--- src/rtl/riscv_pkg.sv ---
// Shared decode types for the RISC-V core.
// Opcodes, ALU/operand codes and the per-entry decode bundle.
package riscv_pkg;

  localparam logic [6:0] OPC_LUI      = 7'b0110111;
  localparam logic [6:0] OPC_AUIPC    = 7'b0010111;
  localparam logic [6:0] OPC_JAL      = 7'b1101111;
  localparam logic [6:0] OPC_JALR     = 7'b1100111;
  localparam logic [6:0] OPC_BRANCH   = 7'b1100011;
  localparam logic [6:0] OPC_LOAD     = 7'b0000011;
  localparam logic [6:0] OPC_STORE    = 7'b0100011;
  localparam logic [6:0] OPC_OP_IMM   = 7'b0010011;
  localparam logic [6:0] OPC_OP       = 7'b0110011;
  localparam logic [6:0] OPC_MISC_MEM = 7'b0001111;
  localparam logic [6:0] OPC_SYSTEM   = 7'b1110011;

  localparam logic [6:0] F7_BASE   = 7'b0000000;
  localparam logic [6:0] F7_ALT    = 7'b0100000;
  localparam logic [6:0] F7_MULDIV = 7'b0000001;

  localparam logic [31:0] INSTR_ECALL = 32'h0000_0073;
  localparam logic [31:0] INSTR_MRET  = 32'h3020_0073;

  localparam logic [4:0] ALU_ADD  = 5'd0;
  localparam logic [4:0] ALU_SUB  = 5'd1;
  localparam logic [4:0] ALU_XOR  = 5'd2;
  localparam logic [4:0] ALU_OR   = 5'd3;
  localparam logic [4:0] ALU_AND  = 5'd4;
  localparam logic [4:0] ALU_SLL  = 5'd5;
  localparam logic [4:0] ALU_SRL  = 5'd6;
  localparam logic [4:0] ALU_SRA  = 5'd7;
  localparam logic [4:0] ALU_SLT  = 5'd8;
  localparam logic [4:0] ALU_SLTU = 5'd9;
  localparam logic [4:0] ALU_EQ   = 5'd10;
  localparam logic [4:0] ALU_NE   = 5'd11;
  localparam logic [4:0] ALU_LT   = 5'd12;
  localparam logic [4:0] ALU_GE   = 5'd13;
  localparam logic [4:0] ALU_LTU  = 5'd14;
  localparam logic [4:0] ALU_GEU  = 5'd15;

  localparam logic [1:0] OP_A_RS1  = 2'd0;
  localparam logic [1:0] OP_A_PC   = 2'd1;
  localparam logic [1:0] OP_A_ZERO = 2'd2;
  localparam logic [1:0] OP_A_ZIMM = 2'd3;

  localparam logic [2:0] OP_B_RS2   = 3'd0;
  localparam logic [2:0] OP_B_IMM_I = 3'd1;
  localparam logic [2:0] OP_B_IMM_S = 3'd2;
  localparam logic [2:0] OP_B_IMM_U = 3'd3;
  localparam logic [2:0] OP_B_FOUR  = 3'd4;

  localparam logic [2:0] LDST_B  = 3'b000;
  localparam logic [2:0] LDST_H  = 3'b001;
  localparam logic [2:0] LDST_W  = 3'b010;
  localparam logic [2:0] LDST_BU = 3'b100;
  localparam logic [2:0] LDST_HU = 3'b101;

  typedef enum logic [1:0] {
    WB_EX, WB_LSU, WB_CSR, WB_MDU
  } wb_src_e;

  typedef enum logic [1:0] {
    BUF_EMPTY, BUF_ONE, BUF_TWO
  } buf_state_e;

  typedef struct packed {
    logic [1:0] op_a_sel;
    logic [2:0] op_b_sel;
    logic [4:0] alu_op;
    logic       mdu_req;
    logic [2:0] mdu_op;
    logic       mem_req;
    logic       mem_we;
    logic [2:0] mem_size;
    logic       gpr_we;
    wb_src_e    wb_src;
    logic [2:0] csr_op;
    logic       csr_we;
    logic       illegal;
    logic       branch;
    logic       jal;
    logic       jalr;
    logic       ecall;
    logic       mret;
  } dec_ctrl_t;

  function automatic logic [4:0] op_alu(logic [2:0] f3, logic alt);
    logic [4:0] r;
    unique case (f3)
      3'b000:  r = alt ? ALU_SUB : ALU_ADD;
      3'b001:  r = ALU_SLL;
      3'b010:  r = ALU_SLT;
      3'b011:  r = ALU_SLTU;
      3'b100:  r = ALU_XOR;
      3'b101:  r = alt ? ALU_SRA : ALU_SRL;
      3'b110:  r = ALU_OR;
      default: r = ALU_AND;
    endcase
    return r;
  endfunction

  function automatic logic [4:0] br_alu(logic [2:0] f3);
    logic [4:0] r;
    unique case (f3)
      3'b001:  r = ALU_NE;
      3'b100:  r = ALU_LT;
      3'b101:  r = ALU_GE;
      3'b110:  r = ALU_LTU;
      3'b111:  r = ALU_GEU;
      default: r = ALU_EQ;
    endcase
    return r;
  endfunction

endpackage

--- src/rtl/decoder_pipe_riscv_if.sv ---
// Fetch-side and execute-side signals of the decode stage.
// slave is the stage itself, master is its environment.
interface decoder_pipe_riscv_if #(
  parameter int PC_W = 32
);
  logic [31:0]     instr_i;
  logic [PC_W-1:0] pc_i;
  logic            instr_valid_i;
  logic            instr_ready_o;
  logic            flush_i;
  logic            dec_ready_i;
  logic            lsu_stall_req_i;
  logic            dec_valid_o;
  logic [PC_W-1:0] dec_pc_o;
  logic [31:0]     dec_instr_o;
  logic [1:0]      ex_op_a_sel_o;
  logic [2:0]      ex_op_b_sel_o;
  logic [4:0]      alu_op_o;
  logic            mdu_req_o;
  logic [2:0]      mdu_op_o;
  logic            mem_req_o;
  logic            mem_we_o;
  logic [2:0]      mem_size_o;
  logic            gpr_we_a_o;
  logic [1:0]      wb_src_sel_o;
  logic [2:0]      csr_op_o;
  logic            csr_we_o;
  logic            illegal_instr_o;
  logic            branch_o;
  logic            jal_o;
  logic            jalr_o;
  logic            ecall_o;
  logic            mret_o;

  modport slave (
    input  instr_i, pc_i, instr_valid_i, flush_i,
    input  dec_ready_i, lsu_stall_req_i,
    output instr_ready_o, dec_valid_o, dec_pc_o,
    output dec_instr_o, ex_op_a_sel_o, ex_op_b_sel_o,
    output alu_op_o, mdu_req_o, mdu_op_o, mem_req_o,
    output mem_we_o, mem_size_o, gpr_we_a_o,
    output wb_src_sel_o, csr_op_o, csr_we_o,
    output illegal_instr_o, branch_o, jal_o, jalr_o,
    output ecall_o, mret_o
  );

  modport master (
    output instr_i, pc_i, instr_valid_i, flush_i,
    output dec_ready_i, lsu_stall_req_i,
    input  instr_ready_o, dec_valid_o, dec_pc_o,
    input  dec_instr_o, ex_op_a_sel_o, ex_op_b_sel_o,
    input  alu_op_o, mdu_req_o, mdu_op_o, mem_req_o,
    input  mem_we_o, mem_size_o, gpr_we_a_o,
    input  wb_src_sel_o, csr_op_o, csr_we_o,
    input  illegal_instr_o, branch_o, jal_o, jalr_o,
    input  ecall_o, mret_o
  );
endinterface

--- src/rtl/decode_core_riscv.sv ---
// Combinational RV32I decoder with optional M and CSR/system.
// An illegal word yields an all-zero bundle with only illegal set.
module decode_core_riscv
  import riscv_pkg::*;
#(
  parameter bit M_EXT_EN = 1'b1,
  parameter bit CSR_EN   = 1'b1
) (
  input  logic [31:0] instr,
  output dec_ctrl_t   ctrl
);

  logic [6:0] opc;
  logic [2:0] f3;
  logic [6:0] f7;
  logic       bad;
  dec_ctrl_t  d;

  assign opc = instr[6:0];
  assign f3  = instr[14:12];
  assign f7  = instr[31:25];

  // decode by opcode, then blank the bundle for illegal words
  always_comb begin
    d   = '0;
    bad = 1'b0;
    unique case (1'b1)
      (opc == OPC_LUI): begin
        d.op_a_sel = OP_A_ZERO;
        d.op_b_sel = OP_B_IMM_U;
        d.gpr_we   = 1'b1;
      end
      (opc == OPC_AUIPC): begin
        d.op_a_sel = OP_A_PC;
        d.op_b_sel = OP_B_IMM_U;
        d.gpr_we   = 1'b1;
      end
      (opc == OPC_JAL): begin
        d.op_a_sel = OP_A_PC;
        d.op_b_sel = OP_B_FOUR;
        d.gpr_we   = 1'b1;
        d.jal      = 1'b1;
      end
      (opc == OPC_JALR): begin
        bad        = f3 != 3'b000;
        d.op_a_sel = OP_A_PC;
        d.op_b_sel = OP_B_FOUR;
        d.gpr_we   = 1'b1;
        d.jalr     = 1'b1;
      end
      (opc == OPC_BRANCH): begin
        bad        = f3[2:1] == 2'b01;
        d.op_a_sel = OP_A_RS1;
        d.op_b_sel = OP_B_RS2;
        d.alu_op   = br_alu(f3);
        d.branch   = 1'b1;
      end
      (opc == OPC_LOAD): begin
        bad        = !(f3 inside {LDST_B, LDST_H, LDST_W,
                                  LDST_BU, LDST_HU});
        d.op_a_sel = OP_A_RS1;
        d.op_b_sel = OP_B_IMM_I;
        d.mem_req  = 1'b1;
        d.mem_size = f3;
        d.gpr_we   = 1'b1;
        d.wb_src   = WB_LSU;
      end
      (opc == OPC_STORE): begin
        bad        = !(f3 inside {LDST_B, LDST_H, LDST_W});
        d.op_b_sel = OP_B_IMM_S;
        d.mem_req  = 1'b1;
        d.mem_we   = 1'b1;
        d.mem_size = f3;
      end
      (opc == OPC_OP_IMM): begin
        d.op_b_sel = OP_B_IMM_I;
        d.gpr_we   = 1'b1;
        d.alu_op   = op_alu(f3, (f3 == 3'b101) && (f7 == F7_ALT));
        if (f3 == 3'b001)
          bad = f7 != F7_BASE;
        if (f3 == 3'b101)
          bad = (f7 != F7_BASE) && (f7 != F7_ALT);
      end
      (opc == OPC_OP): begin
        d.op_b_sel = OP_B_RS2;
        d.gpr_we   = 1'b1;
        if (f7 == F7_MULDIV) begin
          bad       = !M_EXT_EN;
          d.mdu_req = 1'b1;
          d.mdu_op  = f3;
          d.wb_src  = WB_MDU;
        end else begin
          bad      = !((f7 == F7_BASE) ||
                       ((f7 == F7_ALT) &&
                        ((f3 == 3'b000) || (f3 == 3'b101))));
          d.alu_op = op_alu(f3, f7 == F7_ALT);
        end
      end
      (opc == OPC_MISC_MEM): begin
        d.op_a_sel = OP_A_RS1;
      end
      (opc == OPC_SYSTEM): begin
        if (!CSR_EN || (f3 == 3'b100)) begin
          bad = 1'b1;
        end else if (f3 == 3'b000) begin
          d.ecall = instr == INSTR_ECALL;
          d.mret  = instr == INSTR_MRET;
          bad     = !(d.ecall || d.mret);
        end else begin
          d.csr_we   = 1'b1;
          d.csr_op   = f3;
          d.gpr_we   = 1'b1;
          d.wb_src   = WB_CSR;
          d.op_a_sel = f3[2] ? OP_A_ZIMM : OP_A_RS1;
        end
      end
      default: bad = 1'b1;
    endcase
    if (bad) begin
      d         = '0;
      d.illegal = 1'b1;
    end
  end

  assign ctrl = d;

endmodule

--- src/rtl/decoder_pipe_riscv.sv ---
// Registered decode stage: decode core feeding a 2-entry skid buffer.
// Ready is registered, so no combinational path from dec_ready_i.
module decoder_pipe_riscv
  import riscv_pkg::*;
#(
  parameter bit M_EXT_EN = 1'b1,
  parameter bit CSR_EN   = 1'b1,
  parameter int PC_W     = 32
) (
  input logic           clk_i,
  input logic           rst_i,
  decoder_pipe_riscv_if.slave bus
);

  buf_state_e      state_q, state_d;
  logic            ready_q;
  logic            valid, accept, consume;
  logic            load_head, load_skid, promote;
  dec_ctrl_t       new_ctrl, head_ctrl_q, skid_ctrl_q, out_ctrl;
  logic [PC_W-1:0] head_pc_q, skid_pc_q;
  logic [31:0]     head_instr_q, skid_instr_q;

  decode_core_riscv #(
    .M_EXT_EN (M_EXT_EN),
    .CSR_EN   (CSR_EN)
  ) u_core (
    .instr (bus.instr_i),
    .ctrl  (new_ctrl)
  );

  assign valid   = state_q != BUF_EMPTY;
  assign accept  = bus.instr_valid_i & ready_q & ~bus.flush_i;
  assign consume = valid & bus.dec_ready_i & ~bus.lsu_stall_req_i;

  // occupancy state and registered ready
  always_ff @(posedge clk_i or posedge rst_i) begin
    if (rst_i) begin
      state_q <= BUF_EMPTY;
      ready_q <= 1'b1;
    end else begin
      state_q <= state_d;
      ready_q <= state_d != BUF_TWO;
    end
  end

  // next occupancy and entry load strobes; flush wins
  always_comb begin
    state_d   = state_q;
    load_head = 1'b0;
    load_skid = 1'b0;
    promote   = 1'b0;
    if (bus.flush_i) begin
      state_d = BUF_EMPTY;
    end else begin
      unique case (state_q)
        BUF_EMPTY: begin
          if (accept) begin
            state_d   = BUF_ONE;
            load_head = 1'b1;
          end
        end
        BUF_ONE: begin
          if (accept && consume) begin
            load_head = 1'b1;
          end else if (accept) begin
            state_d   = BUF_TWO;
            load_skid = 1'b1;
          end else if (consume) begin
            state_d = BUF_EMPTY;
          end
        end
        BUF_TWO: begin
          if (consume) begin
            state_d = BUF_ONE;
            promote = 1'b1;
          end
        end
        default: state_d = BUF_EMPTY;
      endcase
    end
  end

  // head and skid entries hold decoded results, never re-decoded
  always_ff @(posedge clk_i or posedge rst_i) begin
    if (rst_i) begin
      head_ctrl_q  <= '0;
      head_pc_q    <= '0;
      head_instr_q <= '0;
      skid_ctrl_q  <= '0;
      skid_pc_q    <= '0;
      skid_instr_q <= '0;
    end else begin
      if (load_head) begin
        head_ctrl_q  <= new_ctrl;
        head_pc_q    <= bus.pc_i;
        head_instr_q <= bus.instr_i;
      end else if (promote) begin
        head_ctrl_q  <= skid_ctrl_q;
        head_pc_q    <= skid_pc_q;
        head_instr_q <= skid_instr_q;
      end
      if (load_skid) begin
        skid_ctrl_q  <= new_ctrl;
        skid_pc_q    <= bus.pc_i;
        skid_instr_q <= bus.instr_i;
      end
    end
  end

  assign out_ctrl = valid ? head_ctrl_q : '0;

  assign bus.instr_ready_o   = ready_q;
  assign bus.dec_valid_o     = valid;
  assign bus.dec_pc_o        = valid ? head_pc_q : '0;
  assign bus.dec_instr_o     = valid ? head_instr_q : '0;
  assign bus.ex_op_a_sel_o   = out_ctrl.op_a_sel;
  assign bus.ex_op_b_sel_o   = out_ctrl.op_b_sel;
  assign bus.alu_op_o        = out_ctrl.alu_op;
  assign bus.mdu_req_o       = out_ctrl.mdu_req;
  assign bus.mdu_op_o        = out_ctrl.mdu_op;
  assign bus.mem_req_o       = out_ctrl.mem_req;
  assign bus.mem_we_o        = out_ctrl.mem_we;
  assign bus.mem_size_o      = out_ctrl.mem_size;
  assign bus.gpr_we_a_o      = out_ctrl.gpr_we;
  assign bus.wb_src_sel_o    = out_ctrl.wb_src;
  assign bus.csr_op_o        = out_ctrl.csr_op;
  assign bus.csr_we_o        = out_ctrl.csr_we;
  assign bus.illegal_instr_o = out_ctrl.illegal;
  assign bus.branch_o        = out_ctrl.branch;
  assign bus.jal_o           = out_ctrl.jal;
  assign bus.jalr_o          = out_ctrl.jalr;
  assign bus.ecall_o         = out_ctrl.ecall;
  assign bus.mret_o          = out_ctrl.mret;

endmodule

--- src/flat_wrapper.sv ---
// flat-port wrapper written by rule: the top's interface ports become plain ports
module decoder_pipe_riscv_flat import riscv_pkg::*;
#(
  parameter bit M_EXT_EN = 1'b1,
  parameter bit CSR_EN   = 1'b1,
  parameter int PC_W     = 32
)
  (clk_i, rst_i, bus_instr_i, bus_pc_i, bus_instr_valid_i, bus_flush_i, bus_dec_ready_i, bus_lsu_stall_req_i, bus_instr_ready_o, bus_dec_valid_o, bus_dec_pc_o, bus_dec_instr_o, bus_ex_op_a_sel_o, bus_ex_op_b_sel_o, bus_alu_op_o, bus_mdu_req_o, bus_mdu_op_o, bus_mem_req_o, bus_mem_we_o, bus_mem_size_o, bus_gpr_we_a_o, bus_wb_src_sel_o, bus_csr_op_o, bus_csr_we_o, bus_illegal_instr_o, bus_branch_o, bus_jal_o, bus_jalr_o, bus_ecall_o, bus_mret_o);
  decoder_pipe_riscv_if #(.PC_W(PC_W)) bus_i ();
  input logic clk_i;
  input logic rst_i;
  input wire logic [$bits(bus_i.instr_i)-1:0] bus_instr_i;
  input wire logic [$bits(bus_i.pc_i)-1:0] bus_pc_i;
  input wire logic [$bits(bus_i.instr_valid_i)-1:0] bus_instr_valid_i;
  input wire logic [$bits(bus_i.flush_i)-1:0] bus_flush_i;
  input wire logic [$bits(bus_i.dec_ready_i)-1:0] bus_dec_ready_i;
  input wire logic [$bits(bus_i.lsu_stall_req_i)-1:0] bus_lsu_stall_req_i;
  output wire logic [$bits(bus_i.instr_ready_o)-1:0] bus_instr_ready_o;
  output wire logic [$bits(bus_i.dec_valid_o)-1:0] bus_dec_valid_o;
  output wire logic [$bits(bus_i.dec_pc_o)-1:0] bus_dec_pc_o;
  output wire logic [$bits(bus_i.dec_instr_o)-1:0] bus_dec_instr_o;
  output wire logic [$bits(bus_i.ex_op_a_sel_o)-1:0] bus_ex_op_a_sel_o;
  output wire logic [$bits(bus_i.ex_op_b_sel_o)-1:0] bus_ex_op_b_sel_o;
  output wire logic [$bits(bus_i.alu_op_o)-1:0] bus_alu_op_o;
  output wire logic [$bits(bus_i.mdu_req_o)-1:0] bus_mdu_req_o;
  output wire logic [$bits(bus_i.mdu_op_o)-1:0] bus_mdu_op_o;
  output wire logic [$bits(bus_i.mem_req_o)-1:0] bus_mem_req_o;
  output wire logic [$bits(bus_i.mem_we_o)-1:0] bus_mem_we_o;
  output wire logic [$bits(bus_i.mem_size_o)-1:0] bus_mem_size_o;
  output wire logic [$bits(bus_i.gpr_we_a_o)-1:0] bus_gpr_we_a_o;
  output wire logic [$bits(bus_i.wb_src_sel_o)-1:0] bus_wb_src_sel_o;
  output wire logic [$bits(bus_i.csr_op_o)-1:0] bus_csr_op_o;
  output wire logic [$bits(bus_i.csr_we_o)-1:0] bus_csr_we_o;
  output wire logic [$bits(bus_i.illegal_instr_o)-1:0] bus_illegal_instr_o;
  output wire logic [$bits(bus_i.branch_o)-1:0] bus_branch_o;
  output wire logic [$bits(bus_i.jal_o)-1:0] bus_jal_o;
  output wire logic [$bits(bus_i.jalr_o)-1:0] bus_jalr_o;
  output wire logic [$bits(bus_i.ecall_o)-1:0] bus_ecall_o;
  output wire logic [$bits(bus_i.mret_o)-1:0] bus_mret_o;
  assign bus_i.instr_i = bus_instr_i;
  assign bus_i.pc_i = bus_pc_i;
  assign bus_i.instr_valid_i = bus_instr_valid_i;
  assign bus_i.flush_i = bus_flush_i;
  assign bus_i.dec_ready_i = bus_dec_ready_i;
  assign bus_i.lsu_stall_req_i = bus_lsu_stall_req_i;
  assign bus_instr_ready_o = bus_i.instr_ready_o;
  assign bus_dec_valid_o = bus_i.dec_valid_o;
  assign bus_dec_pc_o = bus_i.dec_pc_o;
  assign bus_dec_instr_o = bus_i.dec_instr_o;
  assign bus_ex_op_a_sel_o = bus_i.ex_op_a_sel_o;
  assign bus_ex_op_b_sel_o = bus_i.ex_op_b_sel_o;
  assign bus_alu_op_o = bus_i.alu_op_o;
  assign bus_mdu_req_o = bus_i.mdu_req_o;
  assign bus_mdu_op_o = bus_i.mdu_op_o;
  assign bus_mem_req_o = bus_i.mem_req_o;
  assign bus_mem_we_o = bus_i.mem_we_o;
  assign bus_mem_size_o = bus_i.mem_size_o;
  assign bus_gpr_we_a_o = bus_i.gpr_we_a_o;
  assign bus_wb_src_sel_o = bus_i.wb_src_sel_o;
  assign bus_csr_op_o = bus_i.csr_op_o;
  assign bus_csr_we_o = bus_i.csr_we_o;
  assign bus_illegal_instr_o = bus_i.illegal_instr_o;
  assign bus_branch_o = bus_i.branch_o;
  assign bus_jal_o = bus_i.jal_o;
  assign bus_jalr_o = bus_i.jalr_o;
  assign bus_ecall_o = bus_i.ecall_o;
  assign bus_mret_o = bus_i.mret_o;
  decoder_pipe_riscv #(.M_EXT_EN(M_EXT_EN), .CSR_EN(CSR_EN), .PC_W(PC_W)) u_core (.clk_i(clk_i), .rst_i(rst_i), .bus(bus_i));
endmodule
--- config.mk ---
export PLATFORM = sky130hd
export DESIGN_NAME = decoder_pipe_riscv_flat
export DESIGN_NICKNAME = d
export VERILOG_FILES = /design/src/rtl/riscv_pkg.sv /design/src/rtl/decoder_pipe_riscv_if.sv /design/src/rtl/decode_core_riscv.sv /design/src/rtl/decoder_pipe_riscv.sv /design/src/flat_wrapper.sv
export SDC_FILE = /design/constraint.sdc
export NUM_CORES = 1
export LEC_CHECK = 0
export ABC_AREA = 1
export BUFFER_PORTS_ARGS = -buffer_cell sky130_fd_sc_hd__buf_2
export CAP_MARGIN = 15
export CORE_MARGIN = 2
export CORE_UTILIZATION = 50
export DETAILED_ROUTE_END_ITERATION = 10
export HOLD_SLACK_MARGIN = 0.12
export PLACE_DENSITY_LB_ADDON = 0.2
export SYNTH_ARGS = -nofsm -noshare
export SYNTH_HDL_FRONTEND = slang
export SYNTH_SLANG_ARGS = --single-unit
--- constraint.sdc ---
create_clock -name clk_i -period 13 [get_ports clk_i]
set_clock_uncertainty 0.05 [all_clocks]
set_input_delay 3.25 -clock clk_i [delete_from_list [all_inputs] [get_ports clk_i]]
set_output_delay 3.25 -clock clk_i [all_outputs]
set_load 0.05 [all_outputs]
=== After elaboration in Yosys (flattened, before gate mapping) ===
Index checks and enable logic that the tools add are counted.

* Logic and storage cells: 166
* Bits in registers: 195
* Output and inout bits: 98
* Input port bits: 70

* Bitwise logic cells: 6
* Muxes and demuxes: 64
* Reductions and logical operators: 27
* Equality and inequality tests: 27

{| class="wikitable"
|+ Operator list
! operator !! number
|-
| 32-bit 2-to-1 mux || 10
|-
| 4-bit case mux with 7 select lines || 2
|-
| 32-bit by 30-bit equality test with 1-bit output, second input constant || 1
|-
| 32-bit by 7-bit equality test with 1-bit output, second input constant || 1
|-
| 7-bit by 6-bit equality test with 1-bit output, second input constant || 4
|-
| 7-bit equality test, second input constant || 4
|-
| 2-bit 2-to-1 mux || 13
|-
| 1-bit 2-to-1 mux || 23
|-
| 2-bit case mux with 3 select lines || 3
|-
| 3-bit case mux with 5 select lines || 1
|-
| 5-bit case mux with 3 select lines || 1
|-
| 7-bit by 5-bit equality test with 1-bit output, second input constant || 2
|-
| 7-bit 2-to-1 mux || 2
|-
| 3-bit equality test, second input constant || 4
|-
| 4-bit 2-to-1 mux || 3
|-
| 3-bit case mux with 4 select lines || 1
|-
| 1-bit case mux with 8 select lines || 1
|-
| 2-bit OR reduction || 4
|-
| 7-bit by 1-bit equality test with 1-bit output, second input constant || 1
|-
| 7-bit by 2-bit equality test with 1-bit output, second input constant || 1
|-
| 7-bit by 4-bit equality test with 1-bit output, second input constant || 1
|-
| 7-bit zero test || 1
|-
| 7-bit by 6-bit != test with 1-bit output, second input constant || 1
|-
| 7-bit nonzero test || 1
|-
| 21 further kinds || 38
|}

=== Logic depth before layout (Yosys ltp) ===
* Depth after elaboration: 9
* Gate-level depth with buffers: 14
* Gate-level depth less buffers: 14

=== Hierarchy ===
A second synthesis with hierarchy kept.

* Cells, all modules: 1587
* Area, all modules: 11001.8 µm²

{| class="wikitable"
|+ Modules (own cells, without submodules)
! module !! cells each !! times used !! area each (µm²) !! seq. area each (µm²)
|-
| decoder_pipe_riscv || 1392 || 1 || 10084.7 || 4880.9
|-
| decode_core_riscv || 195 || 1 || 917.1 || 0.0
|}

=== Worst setup path before layout ===
Ideal clock, no wire load.

* Path kind: flip-flop to output port
* Start point: reg u_core.state_q[1]
* End point: out bus_alu_op_o[0]
* Path slack: 8154 ps
* Buffers on the path: 2
* Cell stages (with the launch flop): 5
* Arrival: 1546 ps
* Data required time: 9700 ps
* Cell sequence: dfrtp_1 nor2_4 clkbuf_1 clkbuf_1 nor2_1

* Cells in the longest elaborated chain, start to end: 2

{| class="wikitable"
|+ RTL lines
! item !! RTL line !! source
|-
| start, declared || decoder_pipe_riscv.sv:15 || <nowiki>buf_state_e state_q, state_d;</nowiki>
|-
| start signal, assigned || decoder_pipe_riscv.sv:41 || <nowiki>state_q <= state_d;</nowiki>
|-
| 2-bit nonzero test || decoder_pipe_riscv.sv:31 || <nowiki>assign valid = state_q != BUF_EMPTY;</nowiki>
|-
| 32-bit 2-to-1 mux || decoder_pipe_riscv.sv:110 || <nowiki>assign out_ctrl = valid ? head_ctrl_q : '0;</nowiki>
|-
| end, declared || flat_wrapper.sv:24 || <nowiki>output wire logic [$bits(bus_i.alu_op_o)-1:0] bus_alu_op_o;</nowiki>
|}

Every way passes these cells.

=== Worst setup path after layout ===
* Start point: in bus_dec_ready_i
* End point: reg u_core.head_instr_q[14]

* Cells in the longest elaborated chain, start to end: 7
* Elaborated cells between the ends (all ways): 11
* Classes of those cells: mux (7); bitwise (2); reduce/logical (2)

{| class="wikitable"
|+ RTL lines
! item !! RTL line !! source
|-
| start, declared || flat_wrapper.sv:16 || <nowiki>input wire logic [$bits(bus_i.dec_ready_i)-1:0] bus_dec_ready_i;</nowiki>
|-
| 1-bit bitwise AND * (2 in a row) || decoder_pipe_riscv.sv:33 || <nowiki>assign consume = valid & bus.dec_ready_i & ~bus.lsu_stall_req_i;</nowiki>
|-
| 1-bit logical AND || decoder_pipe_riscv.sv:63 || <nowiki>if (accept && consume) begin</nowiki>
|-
| 1-bit 2-to-1 mux || decoder_pipe_riscv.sv:63 ||
|-
| 1-bit case mux with 2 select lines || decoder_pipe_riscv.sv:55 || <nowiki>unique case (state_q)</nowiki>
|-
| 1-bit 2-to-1 mux || decoder_pipe_riscv.sv:52 || <nowiki>if (bus.flush_i) begin</nowiki>
|-
| 32-bit 2-to-1 mux or 2-bit nonzero test (tied branches) || -- ||
|-
| end signal, assigned || decoder_pipe_riscv.sv:96 || <nowiki>head_instr_q <= bus.instr_i;</nowiki>
|-
| end signal, assigned || decoder_pipe_riscv.sv:100 || <nowiki>head_instr_q <= skid_instr_q;</nowiki>
|-
| end, declared || decoder_pipe_riscv.sv:21 || <nowiki>logic [31:0] head_instr_q, skid_instr_q;</nowiki>
|}

Mark *: on every way between the ends. The rest lies on a longest branch, timed or not.
A chain may end at the register's enable or synchronous reset.

==> impl_results.md <==
- Status: complete, no violations
- Slew Viols, Final: 0
- CP arrival: 6.35 ns
- Syn Nets: roughly 1200
- Detailed router's first-iteration violation count: approximately 660
- DIE AREA: roughly 20000 µm²
- Fin nets: 1336
- Finished Cell Area: around 11000 µm²
- Most used cell, CP: nand2_1
- Final Critical Period: 6.124 ns
- Reg2reg end: u_core.head_ctrl_q[28]$_DFFE_PP0P_
- Wirelength, routed: between 20000 and 25000 µm
- Slowest stage delay, CP: ~0.95 ns
- Total leakage power: roughly 5.6 nW
- CP Launch Type: input pin
- Hold Path Class: register to register
- Fmax achieved: approximately 160 MHz
- Clock-pin slew on the worst setup and hold paths: ~0.06 ns
- Sequential share of power: a little under half
- Number of synthesized flops with an enable pin: 0
- Hold buffer count at cts: 0
- Final antenna-violating net count: 0
- Top_reg_cell synth: dfrtp_1
- Comb power frac: between 10% and 20%
- Critical path peak fanout: 89
- Worst-margin pin slew: roughly 1.0 ns
- Filler cell count: 1675
- Root buffer cell: clkbuf_16
- Drt pass-1 iters: 6
- Hold Vio Cnt, Final: 0
- Depth of the most critical reg-to-reg path: 13
- Critical Path RT: ~13 ns
- Register area share after synthesis: between 50% and 60%
- Synth cell types: 35
- Cts repair resizes: 0
- Clk sink count: just under 200
- Peak supply drop: between 0.09 and 0.1 mV
- Synthesized area per cell: around 8.1 µm²
- RSZ-0062 raised after global routing: no
- Initial Util: roughly 51%
- Deepest clock path buffer count: 2
- Input/output buffers: 166
- Via count of the routed design: ~8100
- Most frequent cells in the layout: 195 x nand2_1, 192 x dfrtp_1, 172 x inv_1
- Final setup vio count: 0
- Min-delay src: u_core.skid_ctrl_q[19]$_DFFE_PP0P_
- Vias in the first global route: around 8000
- # H-tree levels: 4
- Initial antenna violation count: 2
- Pwr Total: 1.661 mW
- Switching power: around 0.50 mW
- Synth warn: 0
- Mapped cell area: 9305 µm²
- Multi-input logic area: about 3500 µm²
- CP cell instances: buf_2 > nand2_1 > nor2_4 > buf_4 > nand2_1 > nand2_4 > inv_2 > nand2_1 > o221ai_1
- Synth Instances: approximately 1100
- Dpl hpwl: 15100 µm
- Clk_lat worst skew: about 0.43 ns
- Fin crit share: between 40% and 50%
- Cell Int Power: around 1.2 mW
- Cell count along the critical path: 9
- Seq. cell area: about 4800 µm²
- Top delay family on crit path: simple AND/OR/NAND/NOR gates
- Max-Cap Viols: 0
- Worst R2R Setup Slack: 8.37 ns
- Commonest non-fill, non-tap cell in the layout: nand2_1
- Crit. End Element: register
- Grt ovf: 0
- Max-slew headroom: a little under a third
- Top-level I/O count: 168
- Reg-to-reg critical path startpoint: u_core.state_q[0]$_DFF_PP0_
- Die Span X: approximately 140 µm
- Post-synth ARST share: 100.0%
- Area after DPL: a little over 10000 µm²
- Hold Crit Depth: 2
- Die Span Y: around 140 µm
- Vias per cell: between 5 and 6
- Hold endpoint: u_core.skid_ctrl_q[19]$_DFFE_PP0P_
- Ratio of cells with drive above 1 in the final layout: 20.11%
- Slowest CP cell: nand2_4
- Yosys reg bits: ~190
- Pin count of the biggest net entering global routing: 124
- Routed length per instance: between 15 and 20 µm
- CTS tree: built
- Switch share: a little under a third
- Core Footprint: approximately 18000 µm²
- Total CTS buffers: 17
- Site Rows: 49
- Total negative slack: 0 ns
- Area delta synth->final: 16.73%
- Clock share of power: between 30% and 40%
- Setup bufs post-CTS: 0
- Power Density: 153.0 nW/µm²
- Crit Path Class: input pin to register
- First-pass GRT wire length: roughly 40000 µm
- Residual DRC count: 0
- Worst Path Buf+Inv: 3
- RD Place Congestion: between 0.9 and 1
- Total global-route track usage: between 20 and 25%
-- worst max-delay path by stage --
stage                                                endpoint       startpoint  slack, ns
after floorplan             u_core.head_ctrl_q[0]$_DFFE_PP0P_            rst_i       4.45
after global placement    u_core.head_instr_q[14]$_DFFE_PP0P_  bus_dec_ready_i       6.47
after detailed placement  u_core.head_instr_q[14]$_DFFE_PP0P_  bus_dec_ready_i       6.42
after CTS                 u_core.head_instr_q[14]$_DFFE_PP0P_  bus_dec_ready_i       6.87
after global routing      u_core.head_instr_q[14]$_DFFE_PP0P_  bus_dec_ready_i       6.55
final                     u_core.head_instr_q[14]$_DFFE_PP0P_  bus_dec_ready_i       6.88
-- tightest hold or removal path, stage by stage (launching register included) --
cell	delay, ns
dfrtp_1	0.34
nand2_1	0.05
nand2_1	0.05
-- stage by stage --
step / worst slack [ns] / util [%] / hold slack (ns) / std cells
5_1_grt: 6.551 / 60.04 / 0.4552 / 1508
6_report: 6.876 / 60.06 / 0.4298 / 1509
3_5_place_dp: 6.424 / 56.42 / 0.4146 / 1476
3_3_place_gp: 6.468 / 56.42 / 0.4075 / 1476
4_1_cts: 6.875 / 60.03 / 0.4313 / 1507
2_1_floorplan: 4.446 / - / 0.3936 / 1143
-- state kept, by name, indices dropped and copies added, names as in the netlist --
name and cells:
u_core.skid_pc_q 32, u_core.skid_ctrl_q 31, u_core.head_pc_q 32, u_core.head_instr_q 32
u_core.state_q 2, u_core.bus.instr_ready_o 1, u_core.head_ctrl_q 31, u_core.skid_instr_q 32
-- power groups by stage --
stage          clock (mW)  combinational [mW]  sequential [mW]
2_1_floorplan           0               0.249            0.757
3_3_place_gp            0               0.317            0.764
3_5_place_dp            0               0.324            0.768
4_1_cts             0.585               0.327            0.758
5_1_grt             0.610               0.363            0.770
6_report            0.579               0.324            0.759
-- final cells by class --
type / instances / share of cell area, %
Inverter: 188 / 6.612
Multi-Input combinational cell: 693 / 32.09
Timing Repair Buffer: 173 / 8.133
Clock buffer: 22 / 4.366
Sequential cell: 193 / 44.48
Tap cell: 229 / 2.638
Clock inverter: 9 / 1.636
Antenna cell: 2 / 0.04608
-- logic make-up (layout without fill, tap and decap cells) --
logic type | count (synthesis) | after routing | share of synthesized area [%]
and+or+nand+nor | 491 | 491 | 22.76
buffers and inverters | 257 | 392 | 10.93
AOI/OAI and AO/OA | 201 | 201 | 14.35
DFF | 193 | 193 | 51.92
other | 1 | 3 | 0.04030
-- metal layers --
metal  vias up  part of all wire, %  global-route usage (%)
li1       3940                    -                       -
met1      3868                   46                   34.51
met2       275                   48                   40.27
met3        24                  5.4                   4.342
met4         0                  1.2                   7.390
met5         -                    0                       0
-- cells in the mapped netlist, types with 2 or more instances --
| cell type | number | area share [%] |
|---|---|---|
| o21ai_0 | 94 | 5.1 |
| a21oi_1 | 10 | 0.54 |
| nand2_1 | 196 | 7.9 |
| a22oi_1 | 4 | 0.32 |
| nand4_1 | 8 | 0.54 |
| buf_1 | 11 | 0.44 |
| clkbuf_1 | 24 | 0.97 |
| inv_1 | 173 | 7.0 |
| nor2_2 | 4 | 0.27 |
| nor2_1 | 150 | 6.1 |
| dfrtp_1 | 192 | 52 |
| nor2_4 | 7 | 0.85 |
| nor3_1 | 7 | 0.38 |
| inv_2 | 13 | 0.52 |
| nand3_2 | 2 | 0.22 |
| buf_2 | 32 | 1.7 |
| nand3_1 | 102 | 5.5 |
| o221ai_1 | 71 | 6.7 |
| buf_4 | 2 | 0.16 |
| o22ai_1 | 3 | 0.20 |
| nand2_2 | 12 | 0.81 |
| o21bai_2 | 3 | 0.36 |
| o21ai_2 | 5 | 0.47 |
| o21ai_1 | 7 | 0.38 |
(Power assumes the default switching activity.)
